### config.mk
export PLATFORM = sky130hd
export DESIGN_NAME = viterbi_stream_arbiter
export DESIGN_NICKNAME = d
export VERILOG_FILES = /design/src/rtl/viterbi_stream_arbiter.sv
export SDC_FILE = /design/constraint.sdc
export NUM_CORES = 1
export LEC_CHECK = 0
export CELL_PAD_IN_SITES_DETAIL_PLACEMENT = 1
export CELL_PAD_IN_SITES_GLOBAL_PLACEMENT = 2
export CORE_MARGIN = 10
export CORE_UTILIZATION = 39
export CTS_CLUSTER_SIZE = 28
export DETAILED_ROUTE_END_ITERATION = 10
export PLACE_DENSITY_LB_ADDON = 0.1
export SKIP_CTS_REPAIR_TIMING = 1
export SYNTH_ARGS = -nofsm -noshare
export SYNTH_HDL_FRONTEND = slang
export SYNTH_SLANG_ARGS = --single-unit
export TNS_END_PERCENT = 100
### constraint.sdc
create_clock -name i_ce_clk -period 25.5 [get_ports i_ce_clk]
set_input_delay 6.375 -clock i_ce_clk [delete_from_list [all_inputs] [get_ports i_ce_clk]]
set_output_delay 6.375 -clock i_ce_clk [all_outputs]
set_load 0.02 [all_outputs]
### src/rtl/viterbi_stream_arbiter.sv
// Shares one Viterbi decoder between two AXI-stream requesters: whole packets are granted
// round-robin, and a tag FIFO of {port, header} routes decoder output back in order.
module viterbi_stream_arbiter #(
  parameter int unsigned WIDTH          = 32,
  parameter int unsigned TAG_DEPTH_LOG2 = 3
) (
  input  logic             i_ce_clk,
  input  logic             i_ce_rst,
  input  logic [WIDTH-1:0] i_s0_tdata,
  input  logic [127:0]     i_s0_tuser,
  input  logic             i_s0_tlast,
  input  logic             i_s0_tvalid,
  output logic             o_s0_tready,
  input  logic [WIDTH-1:0] i_s1_tdata,
  input  logic [127:0]     i_s1_tuser,
  input  logic             i_s1_tlast,
  input  logic             i_s1_tvalid,
  output logic             o_s1_tready,
  output logic [WIDTH-1:0] o_dec_in_tdata,
  output logic             o_dec_in_tlast,
  output logic             o_dec_in_tvalid,
  input  logic             i_dec_in_tready,
  input  logic [WIDTH-1:0] i_dec_out_tdata,
  input  logic             i_dec_out_tlast,
  input  logic             i_dec_out_tvalid,
  output logic             o_dec_out_tready,
  output logic [WIDTH-1:0] o_m0_tdata,
  output logic [127:0]     o_m0_tuser,
  output logic             o_m0_tlast,
  output logic             o_m0_tvalid,
  input  logic             i_m0_tready,
  output logic [WIDTH-1:0] o_m1_tdata,
  output logic [127:0]     o_m1_tuser,
  output logic             o_m1_tlast,
  output logic             o_m1_tvalid,
  input  logic             i_m1_tready,
  input  logic [1:0]       i_enable,
  output logic [15:0]      o_pkt_in_cnt0,
  output logic [15:0]      o_pkt_in_cnt1,
  output logic [15:0]      o_pkt_out_cnt0,
  output logic [15:0]      o_pkt_out_cnt1,
  output logic             o_orphan_err
);

  localparam int unsigned Depth = 1 << TAG_DEPTH_LOG2;
  localparam int unsigned CntW  = TAG_DEPTH_LOG2 + 1;

  typedef enum logic [1:0] {StIdle, StGrant0, StGrant1} state_e;

  state_e                    r_state, w_state_d;
  logic                      r_last_grant, w_last_grant_d;
  logic [128:0]              r_tag_mem [Depth];
  logic [TAG_DEPTH_LOG2-1:0] r_wr_ptr, r_rd_ptr;
  logic [CntW-1:0]           r_count;
  logic [15:0]               r_in_cnt0, r_in_cnt1, r_out_cnt0, r_out_cnt1;
  logic                      r_orphan;

  logic         w_full, w_empty, w_elig0, w_elig1;
  logic         w_push, w_push_port, w_pop;
  logic         w_in_done0, w_in_done1;
  logic         w_head_port;
  logic [127:0] w_head_user;
  logic         w_dec_out_tready;

  assign w_full      = (r_count == CntW'(Depth));
  assign w_empty     = (r_count == '0);
  assign w_head_port = r_tag_mem[r_rd_ptr][128];
  assign w_head_user = r_tag_mem[r_rd_ptr][127:0];
  assign w_elig0     = i_enable[0] & i_s0_tvalid;
  assign w_elig1     = i_enable[1] & i_s1_tvalid;

  // Input side: grant in IDLE, then pass the granted port straight through to the decoder.
  always_comb begin
    w_state_d       = r_state;
    w_last_grant_d  = r_last_grant;
    w_push          = 1'b0;
    w_push_port     = 1'b0;
    w_in_done0      = 1'b0;
    w_in_done1      = 1'b0;
    o_s0_tready     = 1'b0;
    o_s1_tready     = 1'b0;
    o_dec_in_tdata  = '0;
    o_dec_in_tlast  = 1'b0;
    o_dec_in_tvalid = 1'b0;
    unique case (r_state)
      StIdle: begin
        if (!w_full && (w_elig0 || w_elig1)) begin
          w_push         = 1'b1;
          w_push_port    = (w_elig0 && w_elig1) ? ~r_last_grant : w_elig1;
          w_last_grant_d = w_push_port;
          w_state_d      = w_push_port ? StGrant1 : StGrant0;
        end
      end
      StGrant0: begin
        o_dec_in_tdata  = i_s0_tdata;
        o_dec_in_tlast  = i_s0_tlast;
        o_dec_in_tvalid = i_s0_tvalid;
        o_s0_tready     = i_dec_in_tready;
        w_in_done0      = i_s0_tvalid & i_dec_in_tready & i_s0_tlast;
        if (w_in_done0) w_state_d = StIdle;
      end
      StGrant1: begin
        o_dec_in_tdata  = i_s1_tdata;
        o_dec_in_tlast  = i_s1_tlast;
        o_dec_in_tvalid = i_s1_tvalid;
        o_s1_tready     = i_dec_in_tready;
        w_in_done1      = i_s1_tvalid & i_dec_in_tready & i_s1_tlast;
        if (w_in_done1) w_state_d = StIdle;
      end
      default: w_state_d = StIdle;
    endcase
  end

  // Output side: the head tag owns the decoder output until its tlast beat is accepted.
  always_comb begin
    o_m0_tdata       = '0;
    o_m0_tuser       = '0;
    o_m0_tlast       = 1'b0;
    o_m0_tvalid      = 1'b0;
    o_m1_tdata       = '0;
    o_m1_tuser       = '0;
    o_m1_tlast       = 1'b0;
    o_m1_tvalid      = 1'b0;
    w_dec_out_tready = 1'b0;
    if (!w_empty) begin
      if (w_head_port) begin
        o_m1_tdata       = i_dec_out_tdata;
        o_m1_tuser       = w_head_user;
        o_m1_tlast       = i_dec_out_tlast;
        o_m1_tvalid      = i_dec_out_tvalid;
        w_dec_out_tready = i_m1_tready;
      end else begin
        o_m0_tdata       = i_dec_out_tdata;
        o_m0_tuser       = w_head_user;
        o_m0_tlast       = i_dec_out_tlast;
        o_m0_tvalid      = i_dec_out_tvalid;
        w_dec_out_tready = i_m0_tready;
      end
    end
  end

  assign o_dec_out_tready = w_dec_out_tready;
  assign w_pop            = w_dec_out_tready & i_dec_out_tvalid & i_dec_out_tlast;

  always_ff @(posedge i_ce_clk) begin
    if (i_ce_rst) begin
      r_state      <= StIdle;
      r_last_grant <= 1'b1;
      r_wr_ptr     <= '0;
      r_rd_ptr     <= '0;
      r_count      <= '0;
      r_in_cnt0    <= '0;
      r_in_cnt1    <= '0;
      r_out_cnt0   <= '0;
      r_out_cnt1   <= '0;
      r_orphan     <= 1'b0;
    end else begin
      r_state      <= w_state_d;
      r_last_grant <= w_last_grant_d;
      if (w_push) r_wr_ptr <= r_wr_ptr + 1'b1;
      if (w_pop)  r_rd_ptr <= r_rd_ptr + 1'b1;
      if (w_push && !w_pop)      r_count <= r_count + 1'b1;
      else if (!w_push && w_pop) r_count <= r_count - 1'b1;
      if (w_in_done0)            r_in_cnt0  <= r_in_cnt0 + 16'd1;
      if (w_in_done1)            r_in_cnt1  <= r_in_cnt1 + 16'd1;
      if (w_pop && !w_head_port) r_out_cnt0 <= r_out_cnt0 + 16'd1;
      if (w_pop && w_head_port)  r_out_cnt1 <= r_out_cnt1 + 16'd1;
      if (w_empty && i_dec_out_tvalid) r_orphan <= 1'b1;
    end
  end

  always_ff @(posedge i_ce_clk) begin
    if (w_push) r_tag_mem[r_wr_ptr] <= {w_push_port, w_push_port ? i_s1_tuser : i_s0_tuser};
  end

  assign o_pkt_in_cnt0  = r_in_cnt0;
  assign o_pkt_in_cnt1  = r_in_cnt1;
  assign o_pkt_out_cnt0 = r_out_cnt0;
  assign o_pkt_out_cnt1 = r_out_cnt1;
  assign o_orphan_err   = r_orphan;

endmodule

==> impl_metrics.yaml, run 1 <==
worst_setup_path:
  path_max_fanout: 1
  rr_startpoint: "r_count[0]$_SDFFE_PP0P_"
  rr_worst_depth: 8
  crit_type: "in2out"
  arrival_ns: 7.97
  cpMostUsedCell: "clkdlybuf4s50_1"
  critical_path.endpoint: "o_dec_in_tdata[11]"
  max_stage_delay_ns: 0.69
  start_kind: "primary input"
  reg2reg_slack_ns: 20.83
  cp_slowest_cell: "clkdlybuf4s50_1"
  end_kind: "primary output"
  required_ns: 19.12
  crit_chain: "clkdlybuf4s50_1, a22oi_1, nor2b_1, clkdlybuf4s50_1"
  r2r-end: "r_tag_mem[6][54]$_DFFE_PP_"
  critPathLaunch: "i_s1_tdata[11]"
power_and_ir_drop:
  p_seq_share_pct: 39.7
  p_clk_share_pct: 29.7
  pwr_density_cell_nw_per_um2: 92.0
  p_leak_nw: 18.5
  switching_power_mw: 1.69
  fin_total_pwr_mw: 5.46
  combPwrFrac_pct: 30.6
  p_int_mw: 3.77
  p_sw_share_pct: 30.9
  peakVddDrop_mv: 0.0587
timing:
  rsz0062_at_grt: "false"
  setup-tns-final_ns: 0
  skew_ns: 0.0329
  slew_viol_final: 0
  period_minus_slack_ns: 14.34
  holdWs_ns: 0.467
  fmax_ghz: 0.0697
  hold_violations: 0
  finalCritPeriodShare_pct: 56.2
  tightest_slew_ns: 1.31
  setup_viol: 0
  maxSlewHeadroom_pct: 12.1
detailed_routing:
  ant_nets: 0
  drc: 0
  vias: 26452
  routed_wl_mm: 134
  drt_iter0_markers: 1727
  via_per_inst: 5.32
  wl_per_cell_um: 27.0
  drtPass1Iterations: 5
place:
  portBuffers: 790
  hpwl_mm: 88.2
  place.gp.congestion: 0.878
floorplan:
  initial_core_util_pct: 39.1
  io-pin-count: 791
  die_h_um: 364
  core_um2: 118000
  die-area_um2: 132000
  die_w_um: 364
  row_count: 126
grt:
  grt_overflow: 0
  first_global_vias: 29222
  grt_max_degree: 120
  grt_util_all_layers_pct: 19.7
  grt_pass1_wl_mm: 196
  antenna_found_initial: 4
synth:
  synth_fa_ha_area_share_pct: 0.369
  yosys-top-cells-count: "edfxtp_1 (1,032), nor2_1 (302), mux4_2 (256)"
  synth_edf_count: 1032
  syn_area_per_cell_um2: 18.1
  syn_area_um2: 46100
  ys_seq_area_share_pct: 70.7
  yosysMostFrequentCell: "edfxtp_1"
  ys_ff_latch: 1113
  synth.distinct_cells: 63
  syn_inst: 2542
  synth_warnings: 0
  yosys.area.top_type: "edfxtp_1"
  yosysTopAreaCellShare_pct: 67.2
  synth_compound_area_share_pct: 1.92
  synthArstFlopShare_pct: 0
  synth.area.top_cells: "edfxtp_1 (67%), mux4_2 (13%), dfxtp_1 (3.5%)"
  synthSimpleGateAreaFrac_pct: 5.85
  synth_nets: 2920
  synth_xor_area_share_pct: 0.684
  synth-main-ff-cell: "edfxtp_1"
  synth_top_family_by_area: "multiplexers"
  synth_mux_area_share_pct: 18.6
clock_tree:
  cts.sinks: 1113
  cts_tree: "yes"
  cts_root_buffer: "clkbuf_16"
  clockBufferDepth: 3
  clk_latency_ns: 0.71
  htree_levels: 3
  cts_inserted_buffers: 114
  path_clk_slew_ns: 0.06
layout:
  nFillCells: 11052
  fin_util_pct: 50.3
  syn_to_final_growth_pct: 28.6
  fin_nets: 3712
  drive_gt1_share_pct: 18.2
outcome:
  status: "finished, final reports clean"
min_path:
  hp-class: "reg2reg"
run:
  maxCapViolations: 0
## worst min-delay path by stage
stage / startpoint / end / cells after the start
2_1_floorplan: r_last_grant$_SDFFE_PP1P_ / r_last_grant$_SDFFE_PP1P_ / 1
3_3_place_gp: o_orphan_err$_SDFFE_PP0P_ / o_orphan_err$_SDFFE_PP0P_ / 2
3_5_place_dp: o_orphan_err$_SDFFE_PP0P_ / o_orphan_err$_SDFFE_PP0P_ / 2
4_1_cts: o_orphan_err$_SDFFE_PP0P_ / o_orphan_err$_SDFFE_PP0P_ / 2
5_1_grt: o_orphan_err$_SDFFE_PP0P_ / o_orphan_err$_SDFFE_PP0P_ / 2
6_report: o_orphan_err$_SDFFE_PP0P_ / o_orphan_err$_SDFFE_PP0P_ / 2
## placed cells by master, fill, tap and decap left out, types with 12 or more instances in the layout
master / instances
or3_1: 16
clkdlybuf4s50_1: 789
clkbuf_16: 116
nand4_1: 13
nor2_1: 299
o21ai_0: 13
dfxtp_1: 78
nor2b_1: 40
nand3_1: 22
nand2_1: 35
a21oi_1: 41
edfxtp_1: 1032
and3_1: 73
clkinv_1: 14
clkinv_2: 26
mux2i_1: 132
buf_4: 41
xnor2_1: 25
mux2_1: 12
mux2_2: 117
clkbuf_1: 30
mux4_2: 256
ha_1: 12
a22oi_1: 37
nor3_1: 12
inv_1: 14
## cell families (layout without fill, tap and decap cells)
kind of cell | Yosys count | count (layout)
AOI/OAI and AO/OA | 125 | 125
xor gates and xnor gates | 36 | 36
adders and majority gates | 13 | 13
buffers and inverters | 172 | 1059
DFF | 1113 | 1113
muxes | 521 | 521
other | 0 | 3
and+or+nand+nor | 562 | 562
## flip-flops by register name, indices dropped and copies added (netlist names), named ones only
name and cells:
r_state 2, r_wr_ptr 3, o_pkt_out_cnt1 16, r_tag_mem 1032
o_pkt_out_cnt0 16, r_rd_ptr 3, o_orphan_err 1, o_pkt_in_cnt0 16
o_pkt_in_cnt1 16, r_count 4, r_last_grant 1
## stage by stage
step / setup slack, ns / cells / cell area, µm²
global route: 11.04 / 4965 / 59300
finish: 11.16 / 4968 / 59300
CTS: 11.14 / 4965 / 59300
global placement: 11.16 / 4754 / 55600
floorplan: 5.45 / 2542 / 46100
detailed placement: 11.15 / 4754 / 55600
## worst max-delay path, delay by kind of cell
kind,cells,cell delay (ns)
AND/OR/NAND/NOR,1,0.36
buffers and inverters,2,1.15
AO/OA/AOI/OAI,1,0.08
## power by group through the flow
| stage | Clock, mW | Combinational, mW | Sequential [mW] |
|---|---|---|---|
| after floorplan | 0 | 0.905 | 2.23 |
| after global placement | 0 | 1.68 | 2.20 |
| after detailed placement | 0 | 1.70 | 2.21 |
| after CTS | 1.66 | 1.71 | 2.17 |
| after global routing | 1.74 | 1.79 | 2.17 |
| final | 1.62 | 1.67 | 2.17 |
## per-layer routing
| layer | GRT usage [%] | vias up | wire length (µm) |
|---|---|---|---|
| li1 | - | 11711 | - |
| met1 | 25.1 | 13786 | 56000 |
| met2 | 34.1 | 781 | 67100 |
| met3 | 3.94 | 172 | 7770 |
| met4 | 5.53 | 2 | 3260 |
| met5 | 0 | - | 14 |
## cell type report
type                       instances  area (µm²)  share of cell area (%)
multi-input combinational       1257       12700                    21.5
clock buffer                     147        3030                    5.11
timing repair buffer             834        8270                    14.0
antenna                            3        7.51                  0.0127
sequential                      1113       32600                    55.0
tap                             1536        1920                    3.24
inverter                          14        52.6                  0.0887
clock inverter                    64         632                    1.07
(Power assumes the default switching activity.)
==> run 2: changes to the inputs <==
CORE_UTILIZATION = 35   (was 39)
clock period = 11.6 ns   (was 25.5 ns; I/O delays follow)
==> run 2 against run 1 <==
Clock power up 120%. Cell area up 0.53%. Via count down 0.87%. Clock skew up 0.0026 ns. Clock-buffer cell count down 1. First-iteration DRC count down 0.52%. Sequential power up 120%. Combinational power up 120%. Critical path depth up 2. Worst hold slack better by 0.0022 ns. Cell count up 4.4%. Largest power group unchanged.
==> impl_metrics.yaml, run 2 (synthesized netlist as in run 1, its figures left out) <==
outcome:
  status: "finished, final reports clean"
layout:
  final_cell_mix: "edfxtp_1 (1,032), clkdlybuf4s50_1 (789), nor2_1 (299), mux4_2 (256), mux2i_1 (132)"
  final_cell_area_um2: 59600
  drive_gt1_share_pct: 18.0
  fin_nets: 3712
  largest_reg_flops: 1032
  final_common_cell: "edfxtp_1"
  syn_to_final_growth_pct: 29.3
  top_register: "r_tag_mem"
  instances_no_fill: 5187
min_path:
  hp-class: "reg2reg"
timing:
  skew_ns: 0.0355
  setup-tns-final_ns: 0
  tightest_slew_ns: 0.999
  rsz0062_at_grt: "false"
  setup_viol: 0
  hold_violations: 0
  maxSlewHeadroom_pct: 33.4
  finalCritPeriodShare_pct: 66.8
  worst_slack_ns: 3.85
  slew_viol_final: 0
  fmax_ghz: 0.129
  period_minus_slack_ns: 7.75
power_and_ir_drop:
  pwr_density_cell_nw_per_um2: 202
  p_seq_share_pct: 39.6
  combPwrFrac_pct: 30.5
  p_clk_share_pct: 30.0
  p_int_mw: 8.30
  switching_power_mw: 3.73
  peakVddDrop_mv: 0.133
  p_leak_nw: 18.5
  p_sw_share_pct: 31.0
  fin_total_pwr_mw: 12.0
worst_setup_path:
  crit_type: "reg2out"
  end_kind: "primary output"
  start_kind: "flip-flop"
  path_max_fanout: 107
  required_ns: 8.70
  arrival_ns: 4.85
floorplan:
  row_count: 133
  die_h_um: 383
  core_um2: 131000
  die_w_um: 383
  initial_core_util_pct: 35.2
  die-area_um2: 147000
  io-pin-count: 791
detailed_routing:
  wl_met1_mm: 56.0
  routed_wl_mm: 134
  drc: 0
  wl_per_cell_um: 25.9
  drtPass1Iterations: 5
  vias: 26221
  drt_iter0_markers: 1718
  met2_length_mm: 68.7
  wl_met3_mm: 6.93
  via_per_inst: 5.06
  ant_nets: 0
  highest_layer: "met5"
clock_tree:
  clockBufferDepth: 3
  clk_latency_ns: 0.71
  cts_inserted_buffers: 115
  cts_root_buffer: "clkbuf_16"
  cts.sinks: 1113
  htree_levels: 3
  path_clk_slew_ns: 0.06
  cts_tree: "yes"
grt:
  grt_max_degree: 108
  grt_pass1_wl_mm: 197
  antenna_found_initial: 4
  grt_overflow: 0
  grt_util_all_layers_pct: 17.8
  first_global_vias: 28933
place:
  portBuffers: 790
  placed_area_um2: 55900
  place.gp.congestion: 0.845
  hpwl_mm: 87.0
  pre_cts_slack_ns: 4.24
  place_inst: 4972
run:
  maxCapViolations: 0
## run 2: power groups by stage
stage	Combinational, mW	Clock, mW	Sequential [mW]
global route	3.94	3.87	4.78
finish	3.67	3.61	4.76
detailed placement	3.76	0	4.85
global placement	3.72	0	4.83
floorplan	1.99	0	4.87
CTS	3.77	3.72	4.76
## run 2: layer usage
layer | GRT usage [%] | up-vias
met4 | 3.93 | 2
met1 | 22.2 | 13685
met3 | 3.83 | 159
met5 | 0 | -
met2 | 31.5 | 671
li1 | - | 11704
## run 2: final cells by class
| class | instances | area [µm²] |
|---|---|---|
| tap | 1755 | 2200 |
| timing repair buffer | 833 | 8250 |
| clock inverter | 68 | 693 |
| fill | 12659 | 71500 |
| multi-input combinational | 1257 | 12800 |
| antenna | 1 | 2.50 |
| inverter | 14 | 52.6 |
| sequential | 1113 | 32600 |
| clock buffer | 146 | 3020 |
## run 2: final timing paths
| check | startpoint | end | slack, ns | cells after the start |
|---|---|---|---|---|
| max | flip-flop | o_m1_tuser[76] | 3.85 | 6 |
| min | o_orphan_err$_SDFFE_PP0P_ | o_orphan_err$_SDFFE_PP0P_ | 0.47 | 2 |
| max reg2reg | r_count[0]$_SDFFE_PP0P_ | r_tag_mem[7][77]$_DFFE_PP_ | 7.56 | 7 |
| min reg2reg | o_orphan_err$_SDFFE_PP0P_ | o_orphan_err$_SDFFE_PP0P_ | 0.47 | 2 |
## run 2: per-stage QoR
| stage | hold slack (ns) | util, % |
|---|---|---|
| 2_1_floorplan | 0.436 | - |
| 3_3_place_gp | 0.467 | 42.6 |
| 3_5_place_dp | 0.461 | 42.6 |
| 4_1_cts | 0.478 | 45.4 |
| 5_1_grt | 0.516 | 45.4 |
| 6_report | 0.469 | 45.4 |
## run 2: critical path, stage by stage (launching register included)
cell             delay, ns
dfxtp_4               0.58
buf_12                0.72
buf_4                 0.90
mux4_2                0.61
mux2i_1               0.55
nor2_1                0.12
clkdlybuf4s50_1       0.57
